[src/rtl/truth_table_sweeper.sv]
// truth_table_sweeper: sweeps every input code of a small combinational
// function, holds each code for DWELL cycles, samples the function output
// into a truth table and compares it with a golden table latched at start.
// Optional build macro TTS_EARLY_ABORT_EN: stop the sweep at the first
// sampled bit that disagrees with the golden table.
`timescale 1ns/1ps

module truth_table_sweeper #(
  parameter int N_IN  = 3,
  parameter int DWELL = 2
) (
  input  logic                   clk,
  input  logic                   rst_n,
  input  logic                   start,
  input  logic [(1<<N_IN)-1:0]   expected,
  input  logic                   f_in,
  output logic [N_IN-1:0]        abc_out,
  output logic                   busy,
  output logic                   done,
  output logic [(1<<N_IN)-1:0]   table_out,
  output logic                   match,
  output logic [N_IN-1:0]        fail_idx
);

  localparam int W     = 1 << N_IN;
  localparam int CNT_W = (DWELL > 1) ? $clog2(DWELL) : 1;
  localparam logic [CNT_W-1:0] CNT_LAST  = CNT_W'(DWELL - 1);
  localparam logic [N_IN-1:0]  CODE_LAST = '1;

  typedef enum logic [1:0] {
    ST_IDLE  = 2'd0,
    ST_DRIVE = 2'd1,
    ST_DONE  = 2'd2
  } state_t;

  state_t            state_q, state_d;
  logic [N_IN-1:0]   abc_q, abc_d;
  logic [CNT_W-1:0]  cnt_q, cnt_d;
  logic              busy_q, busy_d;
  logic              done_q, done_d;
  logic [W-1:0]      table_q, table_d;
  logic              match_q, match_d;
  logic [N_IN-1:0]   fail_q, fail_d;
  logic [W-1:0]      exp_q, exp_d;
  logic [W-1:0]      tbl_wr;

  // Index of the lowest set bit of v; zero when v has no bits set.
  function automatic logic [N_IN-1:0] lowest_set(input logic [W-1:0] v);
    logic [N_IN-1:0] idx;
    idx = '0;
    for (int i = W - 1; i >= 0; i--) begin
      if (v[i]) idx = N_IN'(i);
    end
    return idx;
  endfunction

  // State register and all registered outputs; reset discards any partial sweep.
  always_ff @(posedge clk) begin
    if (!rst_n) begin
      state_q <= ST_IDLE;
      abc_q   <= '0;
      cnt_q   <= '0;
      busy_q  <= 1'b0;
      done_q  <= 1'b0;
      table_q <= '0;
      match_q <= 1'b0;
      fail_q  <= '0;
      exp_q   <= '0;
    end else begin
      state_q <= state_d;
      abc_q   <= abc_d;
      cnt_q   <= cnt_d;
      busy_q  <= busy_d;
      done_q  <= done_d;
      table_q <= table_d;
      match_q <= match_d;
      fail_q  <= fail_d;
      exp_q   <= exp_d;
    end
  end

  // Next-state logic: accept start when idle/done, then dwell, sample and step codes.
  always_comb begin
    state_d = state_q;
    abc_d   = abc_q;
    cnt_d   = cnt_q;
    busy_d  = busy_q;
    done_d  = done_q;
    table_d = table_q;
    match_d = match_q;
    fail_d  = fail_q;
    exp_d   = exp_q;
    tbl_wr  = table_q;
    tbl_wr[abc_q] = f_in;

    case (state_q)
      ST_IDLE, ST_DONE: begin
        if (start) begin
          exp_d   = expected;
          table_d = '0;
          done_d  = 1'b0;
          match_d = 1'b0;
          fail_d  = '0;
          abc_d   = '0;
          cnt_d   = '0;
          busy_d  = 1'b1;
          state_d = ST_DRIVE;
        end
      end

      ST_DRIVE: begin
        if (cnt_q < CNT_LAST) begin
          cnt_d = cnt_q + 1'b1;
        end else begin
          cnt_d   = '0;
          table_d = tbl_wr;
`ifdef TTS_EARLY_ABORT_EN
          if (f_in != exp_q[abc_q]) begin
            // Abort at the first disagreeing code; abc_out stays on it.
            state_d = ST_DONE;
            busy_d  = 1'b0;
            done_d  = 1'b1;
            match_d = 1'b0;
            fail_d  = abc_q;
          end else
`endif
          if (abc_q == CODE_LAST) begin
            state_d = ST_DONE;
            busy_d  = 1'b0;
            done_d  = 1'b1;
            match_d = (tbl_wr == exp_q);
            fail_d  = lowest_set(tbl_wr ^ exp_q);
          end else begin
            abc_d = abc_q + 1'b1;
          end
        end
      end

      default: begin
        state_d = ST_IDLE;
      end
    endcase
  end

  assign abc_out   = abc_q;
  assign busy      = busy_q;
  assign done      = done_q;
  assign table_out = table_q;
  assign match     = match_q;
  assign fail_idx  = fail_q;

endmodule

[config.mk]
export PLATFORM = sky130hd
export DESIGN_NAME = truth_table_sweeper
export DESIGN_NICKNAME = d
export VERILOG_FILES = /design/src/rtl/truth_table_sweeper.sv
export SDC_FILE = /design/constraint.sdc
export NUM_CORES = 1
export LEC_CHECK = 0
export ABC_CLOCK_PERIOD_IN_PS = 1700
export CAP_MARGIN = 10
export CORE_UTILIZATION = 55
export CTS_CLUSTER_DIAMETER = 60
export DETAILED_ROUTE_END_ITERATION = 16
export DONT_BUFFER_PORTS = 1
export GPL_TIMING_DRIVEN = 0
export MAX_ROUTING_LAYER = met4
export PLACE_DENSITY_LB_ADDON = 0.2
export REMOVE_ABC_BUFFERS = 1
export SLEW_MARGIN = 0
export SYNTH_ARGS = -nofsm -noshare
export SYNTH_HDL_FRONTEND = slang
export SYNTH_SLANG_ARGS = --single-unit
[constraint.sdc]
create_clock -name clk -period 1.7 [get_ports clk]
set_input_delay 0.255 -clock clk [delete_from_list [all_inputs] [get_ports clk]]
set_output_delay 0.255 -clock clk [all_outputs]
set_load 0.02 [all_outputs]
* Yosys cells after proc, flatten, opt, wreduce, memory -nomap -nowiden
Index checks and enable logic that the tools add are counted.
Word-level totals: bits of input ports 12, bits in registers 28, word-level logic and storage cells 71
Operators by class: add/sub/neg operators 2, reduce and logical (&&, ||, !) cells 10, mux-type cells 38, bitwise logic cells 1, order comparisons 3, equal/unequal tests 8
Operators with widths (number):
- $mux W3 | 13
- $mux W8 | 2
- $pmux W8 S2 | 1
- $pmux W3 S2 | 2
- $mux W1 | 10
- $bwmux W8 | 1
- $eq A8 B8 Y1 | 1
- $ne A2 B2 Y1 const B | 4
- $pmux W1 S2 | 4
- $reduce_and A4 Y1 | 2
- $xor A8 B8 Y8 | 1
- $mux W2 | 3
- $reduce_and A3 Y1 | 2
- $lt A3 B4 Y1 const B | 1
- $pmux W2 S2 | 1
- $reduce_and A2 Y1 | 2
- $add A3 B1 Y3 const B | 1
- $demux W1 S3 | 1
- $eq A3 B3 Y1 const B | 1
- $ge A3 B1 Y1 const B | 1
- $eq A2 B1 Y1 const B | 1
- $eq A2 B2 Y1 const B | 1
- $logic_not A2 Y1 | 1
- $reduce_bool A2 Y1 | 1
- 4 further kinds | 4

* Depth between registers and ports, before layout
word-level depth 17, gate-level depth with buffers 7

* Worst setup path before layout
OpenSTA, ideal clock, no wires.
path type flip-flop to flip-flop, from reg abc_q[1], in the netlist abc_out[1], to reg fail_q[0], in the netlist fail_idx[0], arrival time 1777 ps, required time 1626 ps, buffers on the path 0, cell stages (with the launch flop) 7, setup slack -151 ps, library setup time 74 ps, path through dfxtp_1 > nor3b_1 > mux2i_1 > xnor2_2 > a21o_1 > a31o_1 > a31oi_1
Between the ends: longest elaborated chain between the ends 17
Ends and longest elaborated chain:
- from (decl) | line 37 | logic [N_IN-1:0] abc_q, abc_d;
- from (signal assigned) | line 61 | abc_q <= '0;
- from (signal assigned) | line 71 | abc_q <= abc_d;
- $lt A3 B4 Y1 (not written as such) / $ge A3 B1 Y1 (equally long branches) | line 94 | tbl_wr[abc_q] = f_in;
- $logic_and A1 B1 Y1 (not written as such) | line 94
- $mux W1 (not written as such) | line 94
- $demux W1 S3 | line 94
- $bwmux W8 | line 94
- $xor A8 B8 Y8 | line 132 | fail_d = lowest_set(tbl_wr ^ exp_q);
- $mux W3 (8 in a row) | line 52 | if (v[i]) idx = N_IN'(i);
- $mux W3 | line 127 | if (abc_q == CODE_LAST) begin
- $mux W3 | line 112 | if (cnt_q < CNT_LAST) begin
- $pmux W3 S2 | line 96 | case (state_q)
- to (signal assigned) | line 77 | fail_q <= fail_d;
- to (decl) | line 43 | logic [N_IN-1:0] fail_q, fail_d;
Several ways; a longest one is shown, not always the timed one. The select of a mux whose other input is x is not followed. A chain may end at the register's enable or synchronous reset.

* Worst setup path in the final report
from reg abc_q[0], in the netlist abc_out[0], to reg match_q, in the netlist match
Between the ends: longest elaborated chain between the ends 9
Ends and longest elaborated chain:
- $lt A3 B4 Y1 (not written as such) / $ge A3 B1 Y1 (equally long branches) | line 94
- $logic_and A1 B1 Y1 (not written as such) | line 94
- $mux W1 (not written as such) | line 94
- $demux W1 S3 | line 94
- $bwmux W8 | line 94
- $eq A8 B8 Y1 | line 131 | match_d = (tbl_wr == exp_q);
- $mux W1 | line 127
- $mux W1 | line 112
- $pmux W1 S2 | line 96
- to (signal assigned) | line 76 | match_q <= match_d;
- to (decl) | line 42 | logic match_q, match_d;
Several ways; a longest one is shown, not always the timed one. The select of a mux whose other input is x is not followed.

==> impl_metrics.toml <==
[routing]
first_iter_violations = 20
drc = 0
ant_nets = 0
finalWirelength_um = 2970
dr.pass1.iters = 4
num_vias = 1117
wire_per_inst_um = 15.3
vias_per_cell = 5.73

[finish]
nets = 180
diodes = 0
finalInstanceArea_um2 = 1620
area_growth_pct = 13.7
drive_above_1_share = 0.200

[critical_path]
critPathCaptureType = "register"
reg2reg_slack_ns = -0.16
critPathSlowestCell = "dfxtp_4"
r2r_cells = 7
worstPathRequired_ns = 1.94
crit_chain = "buf_6 -> nor3_4 -> mux2i_1 -> xnor2_1 -> nor2_1 -> and3_1 -> a32o_1"
max_stage_delay_ns = 0.42
reg2reg_from = "abc_out[0]"
crit_fanout = 8
path_buf_inv = 1
critPathTopFamily = "simple AND/OR/NAND/NOR gates"
cp-start-kind = "register"
rr_endpoint = "match"
worstSetupPathType = "reg -> reg"
cp_data_arrival_time_ns = 2.10

[logic_synthesis]
synth_area_per_cell_um2 = 8.83
yosysWarnings = 0
synth.area.top_cells = "dfxtp_1, mux2i_1, nand2_1, a21boi_0, o21ai_0"
synth-edff-count = 0
netlist_top_cells_count = "dfxtp_1, nand2_1, o21ai_0"
synth_flop_cell = "dfxtp_1"
synthCells = 161
seq_area_frac_synth = 0.394
synth.largest_area_cell = "dfxtp_1"
yosysMostFrequentCell = "dfxtp_1"
yosys.cell_types.count = 38
async_flop_share = 0
synth_top_area_frac = 0.394
ys_ff_latch = 28
netlist_area_um2 = 1420

[timing]
holdWs_ns = 0.0274
max_freq_ghz = 0.537
slew_headroom = 0.570
period_needed_ns = 1.86
layout_setup_ws_ns = -0.161
fin_setup_tns_ns = -0.441
worst_pin_slew_ns = 0.643
finalSetupViolations = 4
rsz0062_at_grt = "yes"
finalMaxSlewViolations = 0
min_period_over_period = 1.09
final_hold_viol_count = 0
skew_ns = 0.00449

[placement]
dp_hpwl_um = 2010
port_buffers = 0
place_congestion = 0.720
dp_worst_setup_slack_ns = -0.357
placement.cell_area_um2 = 1420

[power_and_ir_drop]
powerDensity_nw_per_um2 = 722
irDropWorstVdd_uv = 577
leakagePower_nw = 0.603
totalPowerFinal_mw = 1.17

[status]
violations = "setup timing"
status = "finished with violations"

[floorplanning]
die_w_um = 52.8
start_util = 0.579
core_area_um2 = 2450
dieArea_um2 = 2790
die_y_um = 52.8
io_pins = 29
placementRows = 18

[clock_tree]
clock-sinks = 28
clkSlewWorstSetupHoldPaths_ns = 0.15
cts_root_buffer = "clkbuf_4"
cts_made_buffers = 3
worstSkewPairLatency_ns = 0.33
htree_levels = 1
tritoncts = "built"
ctsLongestPathBuffers = 2
holdBufCountCts = 0

[hold_path]
hp-start = "rst_n"
hp-class = "in -> reg"
holdPathEnd = "fail_idx[0]"
hold_path_depth = 2

[grt]
grt_pass1_wl_um = 4690
grt_util_all_layers = 0.237
grt_max_degree = 29
grt_pass1_vias = 1065
grt.overflow.total = 0
antenna_found_initial = 0

[run]
maxCapViolCount = 0
-- worst max path at each step --
stage          depth (start not counted)  slack, ns       start           to
2_1_floorplan                          6      -0.15  abc_out[1]  fail_idx[0]
4_1_cts                                7      -0.09  abc_out[0]  fail_idx[0]
6_report                               7      -0.16  abc_out[0]        match
3_5_place_dp                           6      -0.36  abc_out[1]  fail_idx[0]
3_3_place_gp                           6      -0.35  abc_out[0]  fail_idx[1]
5_1_grt                                7      -0.22  abc_out[0]        match
-- metrics by stage --
stage,utilization,instances
2_1_floorplan,-,153
3_3_place_gp,0.580,183
3_5_place_dp,0.580,183
4_1_cts,0.645,194
5_1_grt,0.659,195
6_report,0.659,195
-- where the power goes --
part           total (mW)  switching [mW]  leakage (nW)  internal (mW)
clock               0.326           0.195        0.0210          0.131
combinational       0.146          0.0757         0.352         0.0703
sequential          0.695          0.0230         0.230          0.672
-- layer usage --
metal | up-vias | part of all wire | track usage
met1 | 511 | 0.46 | 0.293
met2 | 32 | 0.48 | 0.390
met5 | - | 0 | -
met4 | 0 | 0.0077 | 0.0658
li1 | 570 | - | -
met3 | 4 | 0.055 | 0.0464
-- layout make-up --
class	instances	area [um2]
multi-input cells	123	896
fillers	197	838
flip-flops and latches	28	572
repair buffers	8	67.6
well taps	30	37.5
clock buffers	4	36.3
inverters	2	7.51
-- flip-flops by register name, indices dropped and copies added (netlist names) --
register / count
exp_q: 8
table_out: 8
abc_out: 3
fail_idx: 3
state_q: 2
busy: 1
cnt_q: 1
done: 1
match: 1
-- cells in the final DEF (no fill, tap or decap), types with 2 or more instances in the layout --
master / n
nand2b_1: 3
mux2i_1: 5
ha_1: 2
nor2_1: 4
mux2i_2: 4
dfxtp_1: 25
nand2_2: 2
and3b_1: 2
nor2b_1: 10
xnor2_1: 4
buf_6: 2
dfxtp_4: 3
a22oi_1: 8
nor3b_4: 3
clkbuf_4: 3
nand3_1: 4
inv_1: 2
and3_1: 3
nand2_1: 20
a21boi_0: 10
o21ai_0: 12
o21ai_1: 2
buf_4: 6
xor2_1: 3
and2_1: 3
-- worst register-to-register path: stages, from the launching register on --
cell and delay (ns):
dfxtp_4 0.42, buf_6 0.15, nor3_4 0.19, mux2i_1 0.30, xnor2_1 0.17, nor2_1 0.09
and3_1 0.19, a32o_1 0.25
-- cells by family (layout without fill, tap and decap cells) --
| kind of cell | Yosys count | after routing | share of synthesized area |
|---|---|---|---|
| simple gates | 63 | 63 | 0.247 |
| compound gates | 41 | 41 | 0.193 |
| fa+ha+maj | 2 | 2 | 0.0176 |
| buf+inv | 10 | 14 | 0.0299 |
| flops | 28 | 28 | 0.394 |
| mux | 9 | 9 | 0.0634 |
| xor+xnor | 8 | 8 | 0.0546 |
-- what timing repair did --
item | CTS | global route
setup endpoints to repair | 7 | 13
pin swaps | 8 | 7
buffers inserted | 7 | 1
resized for setup | 20 | 8
Note: power is estimated with default switching activity, not from simulation.
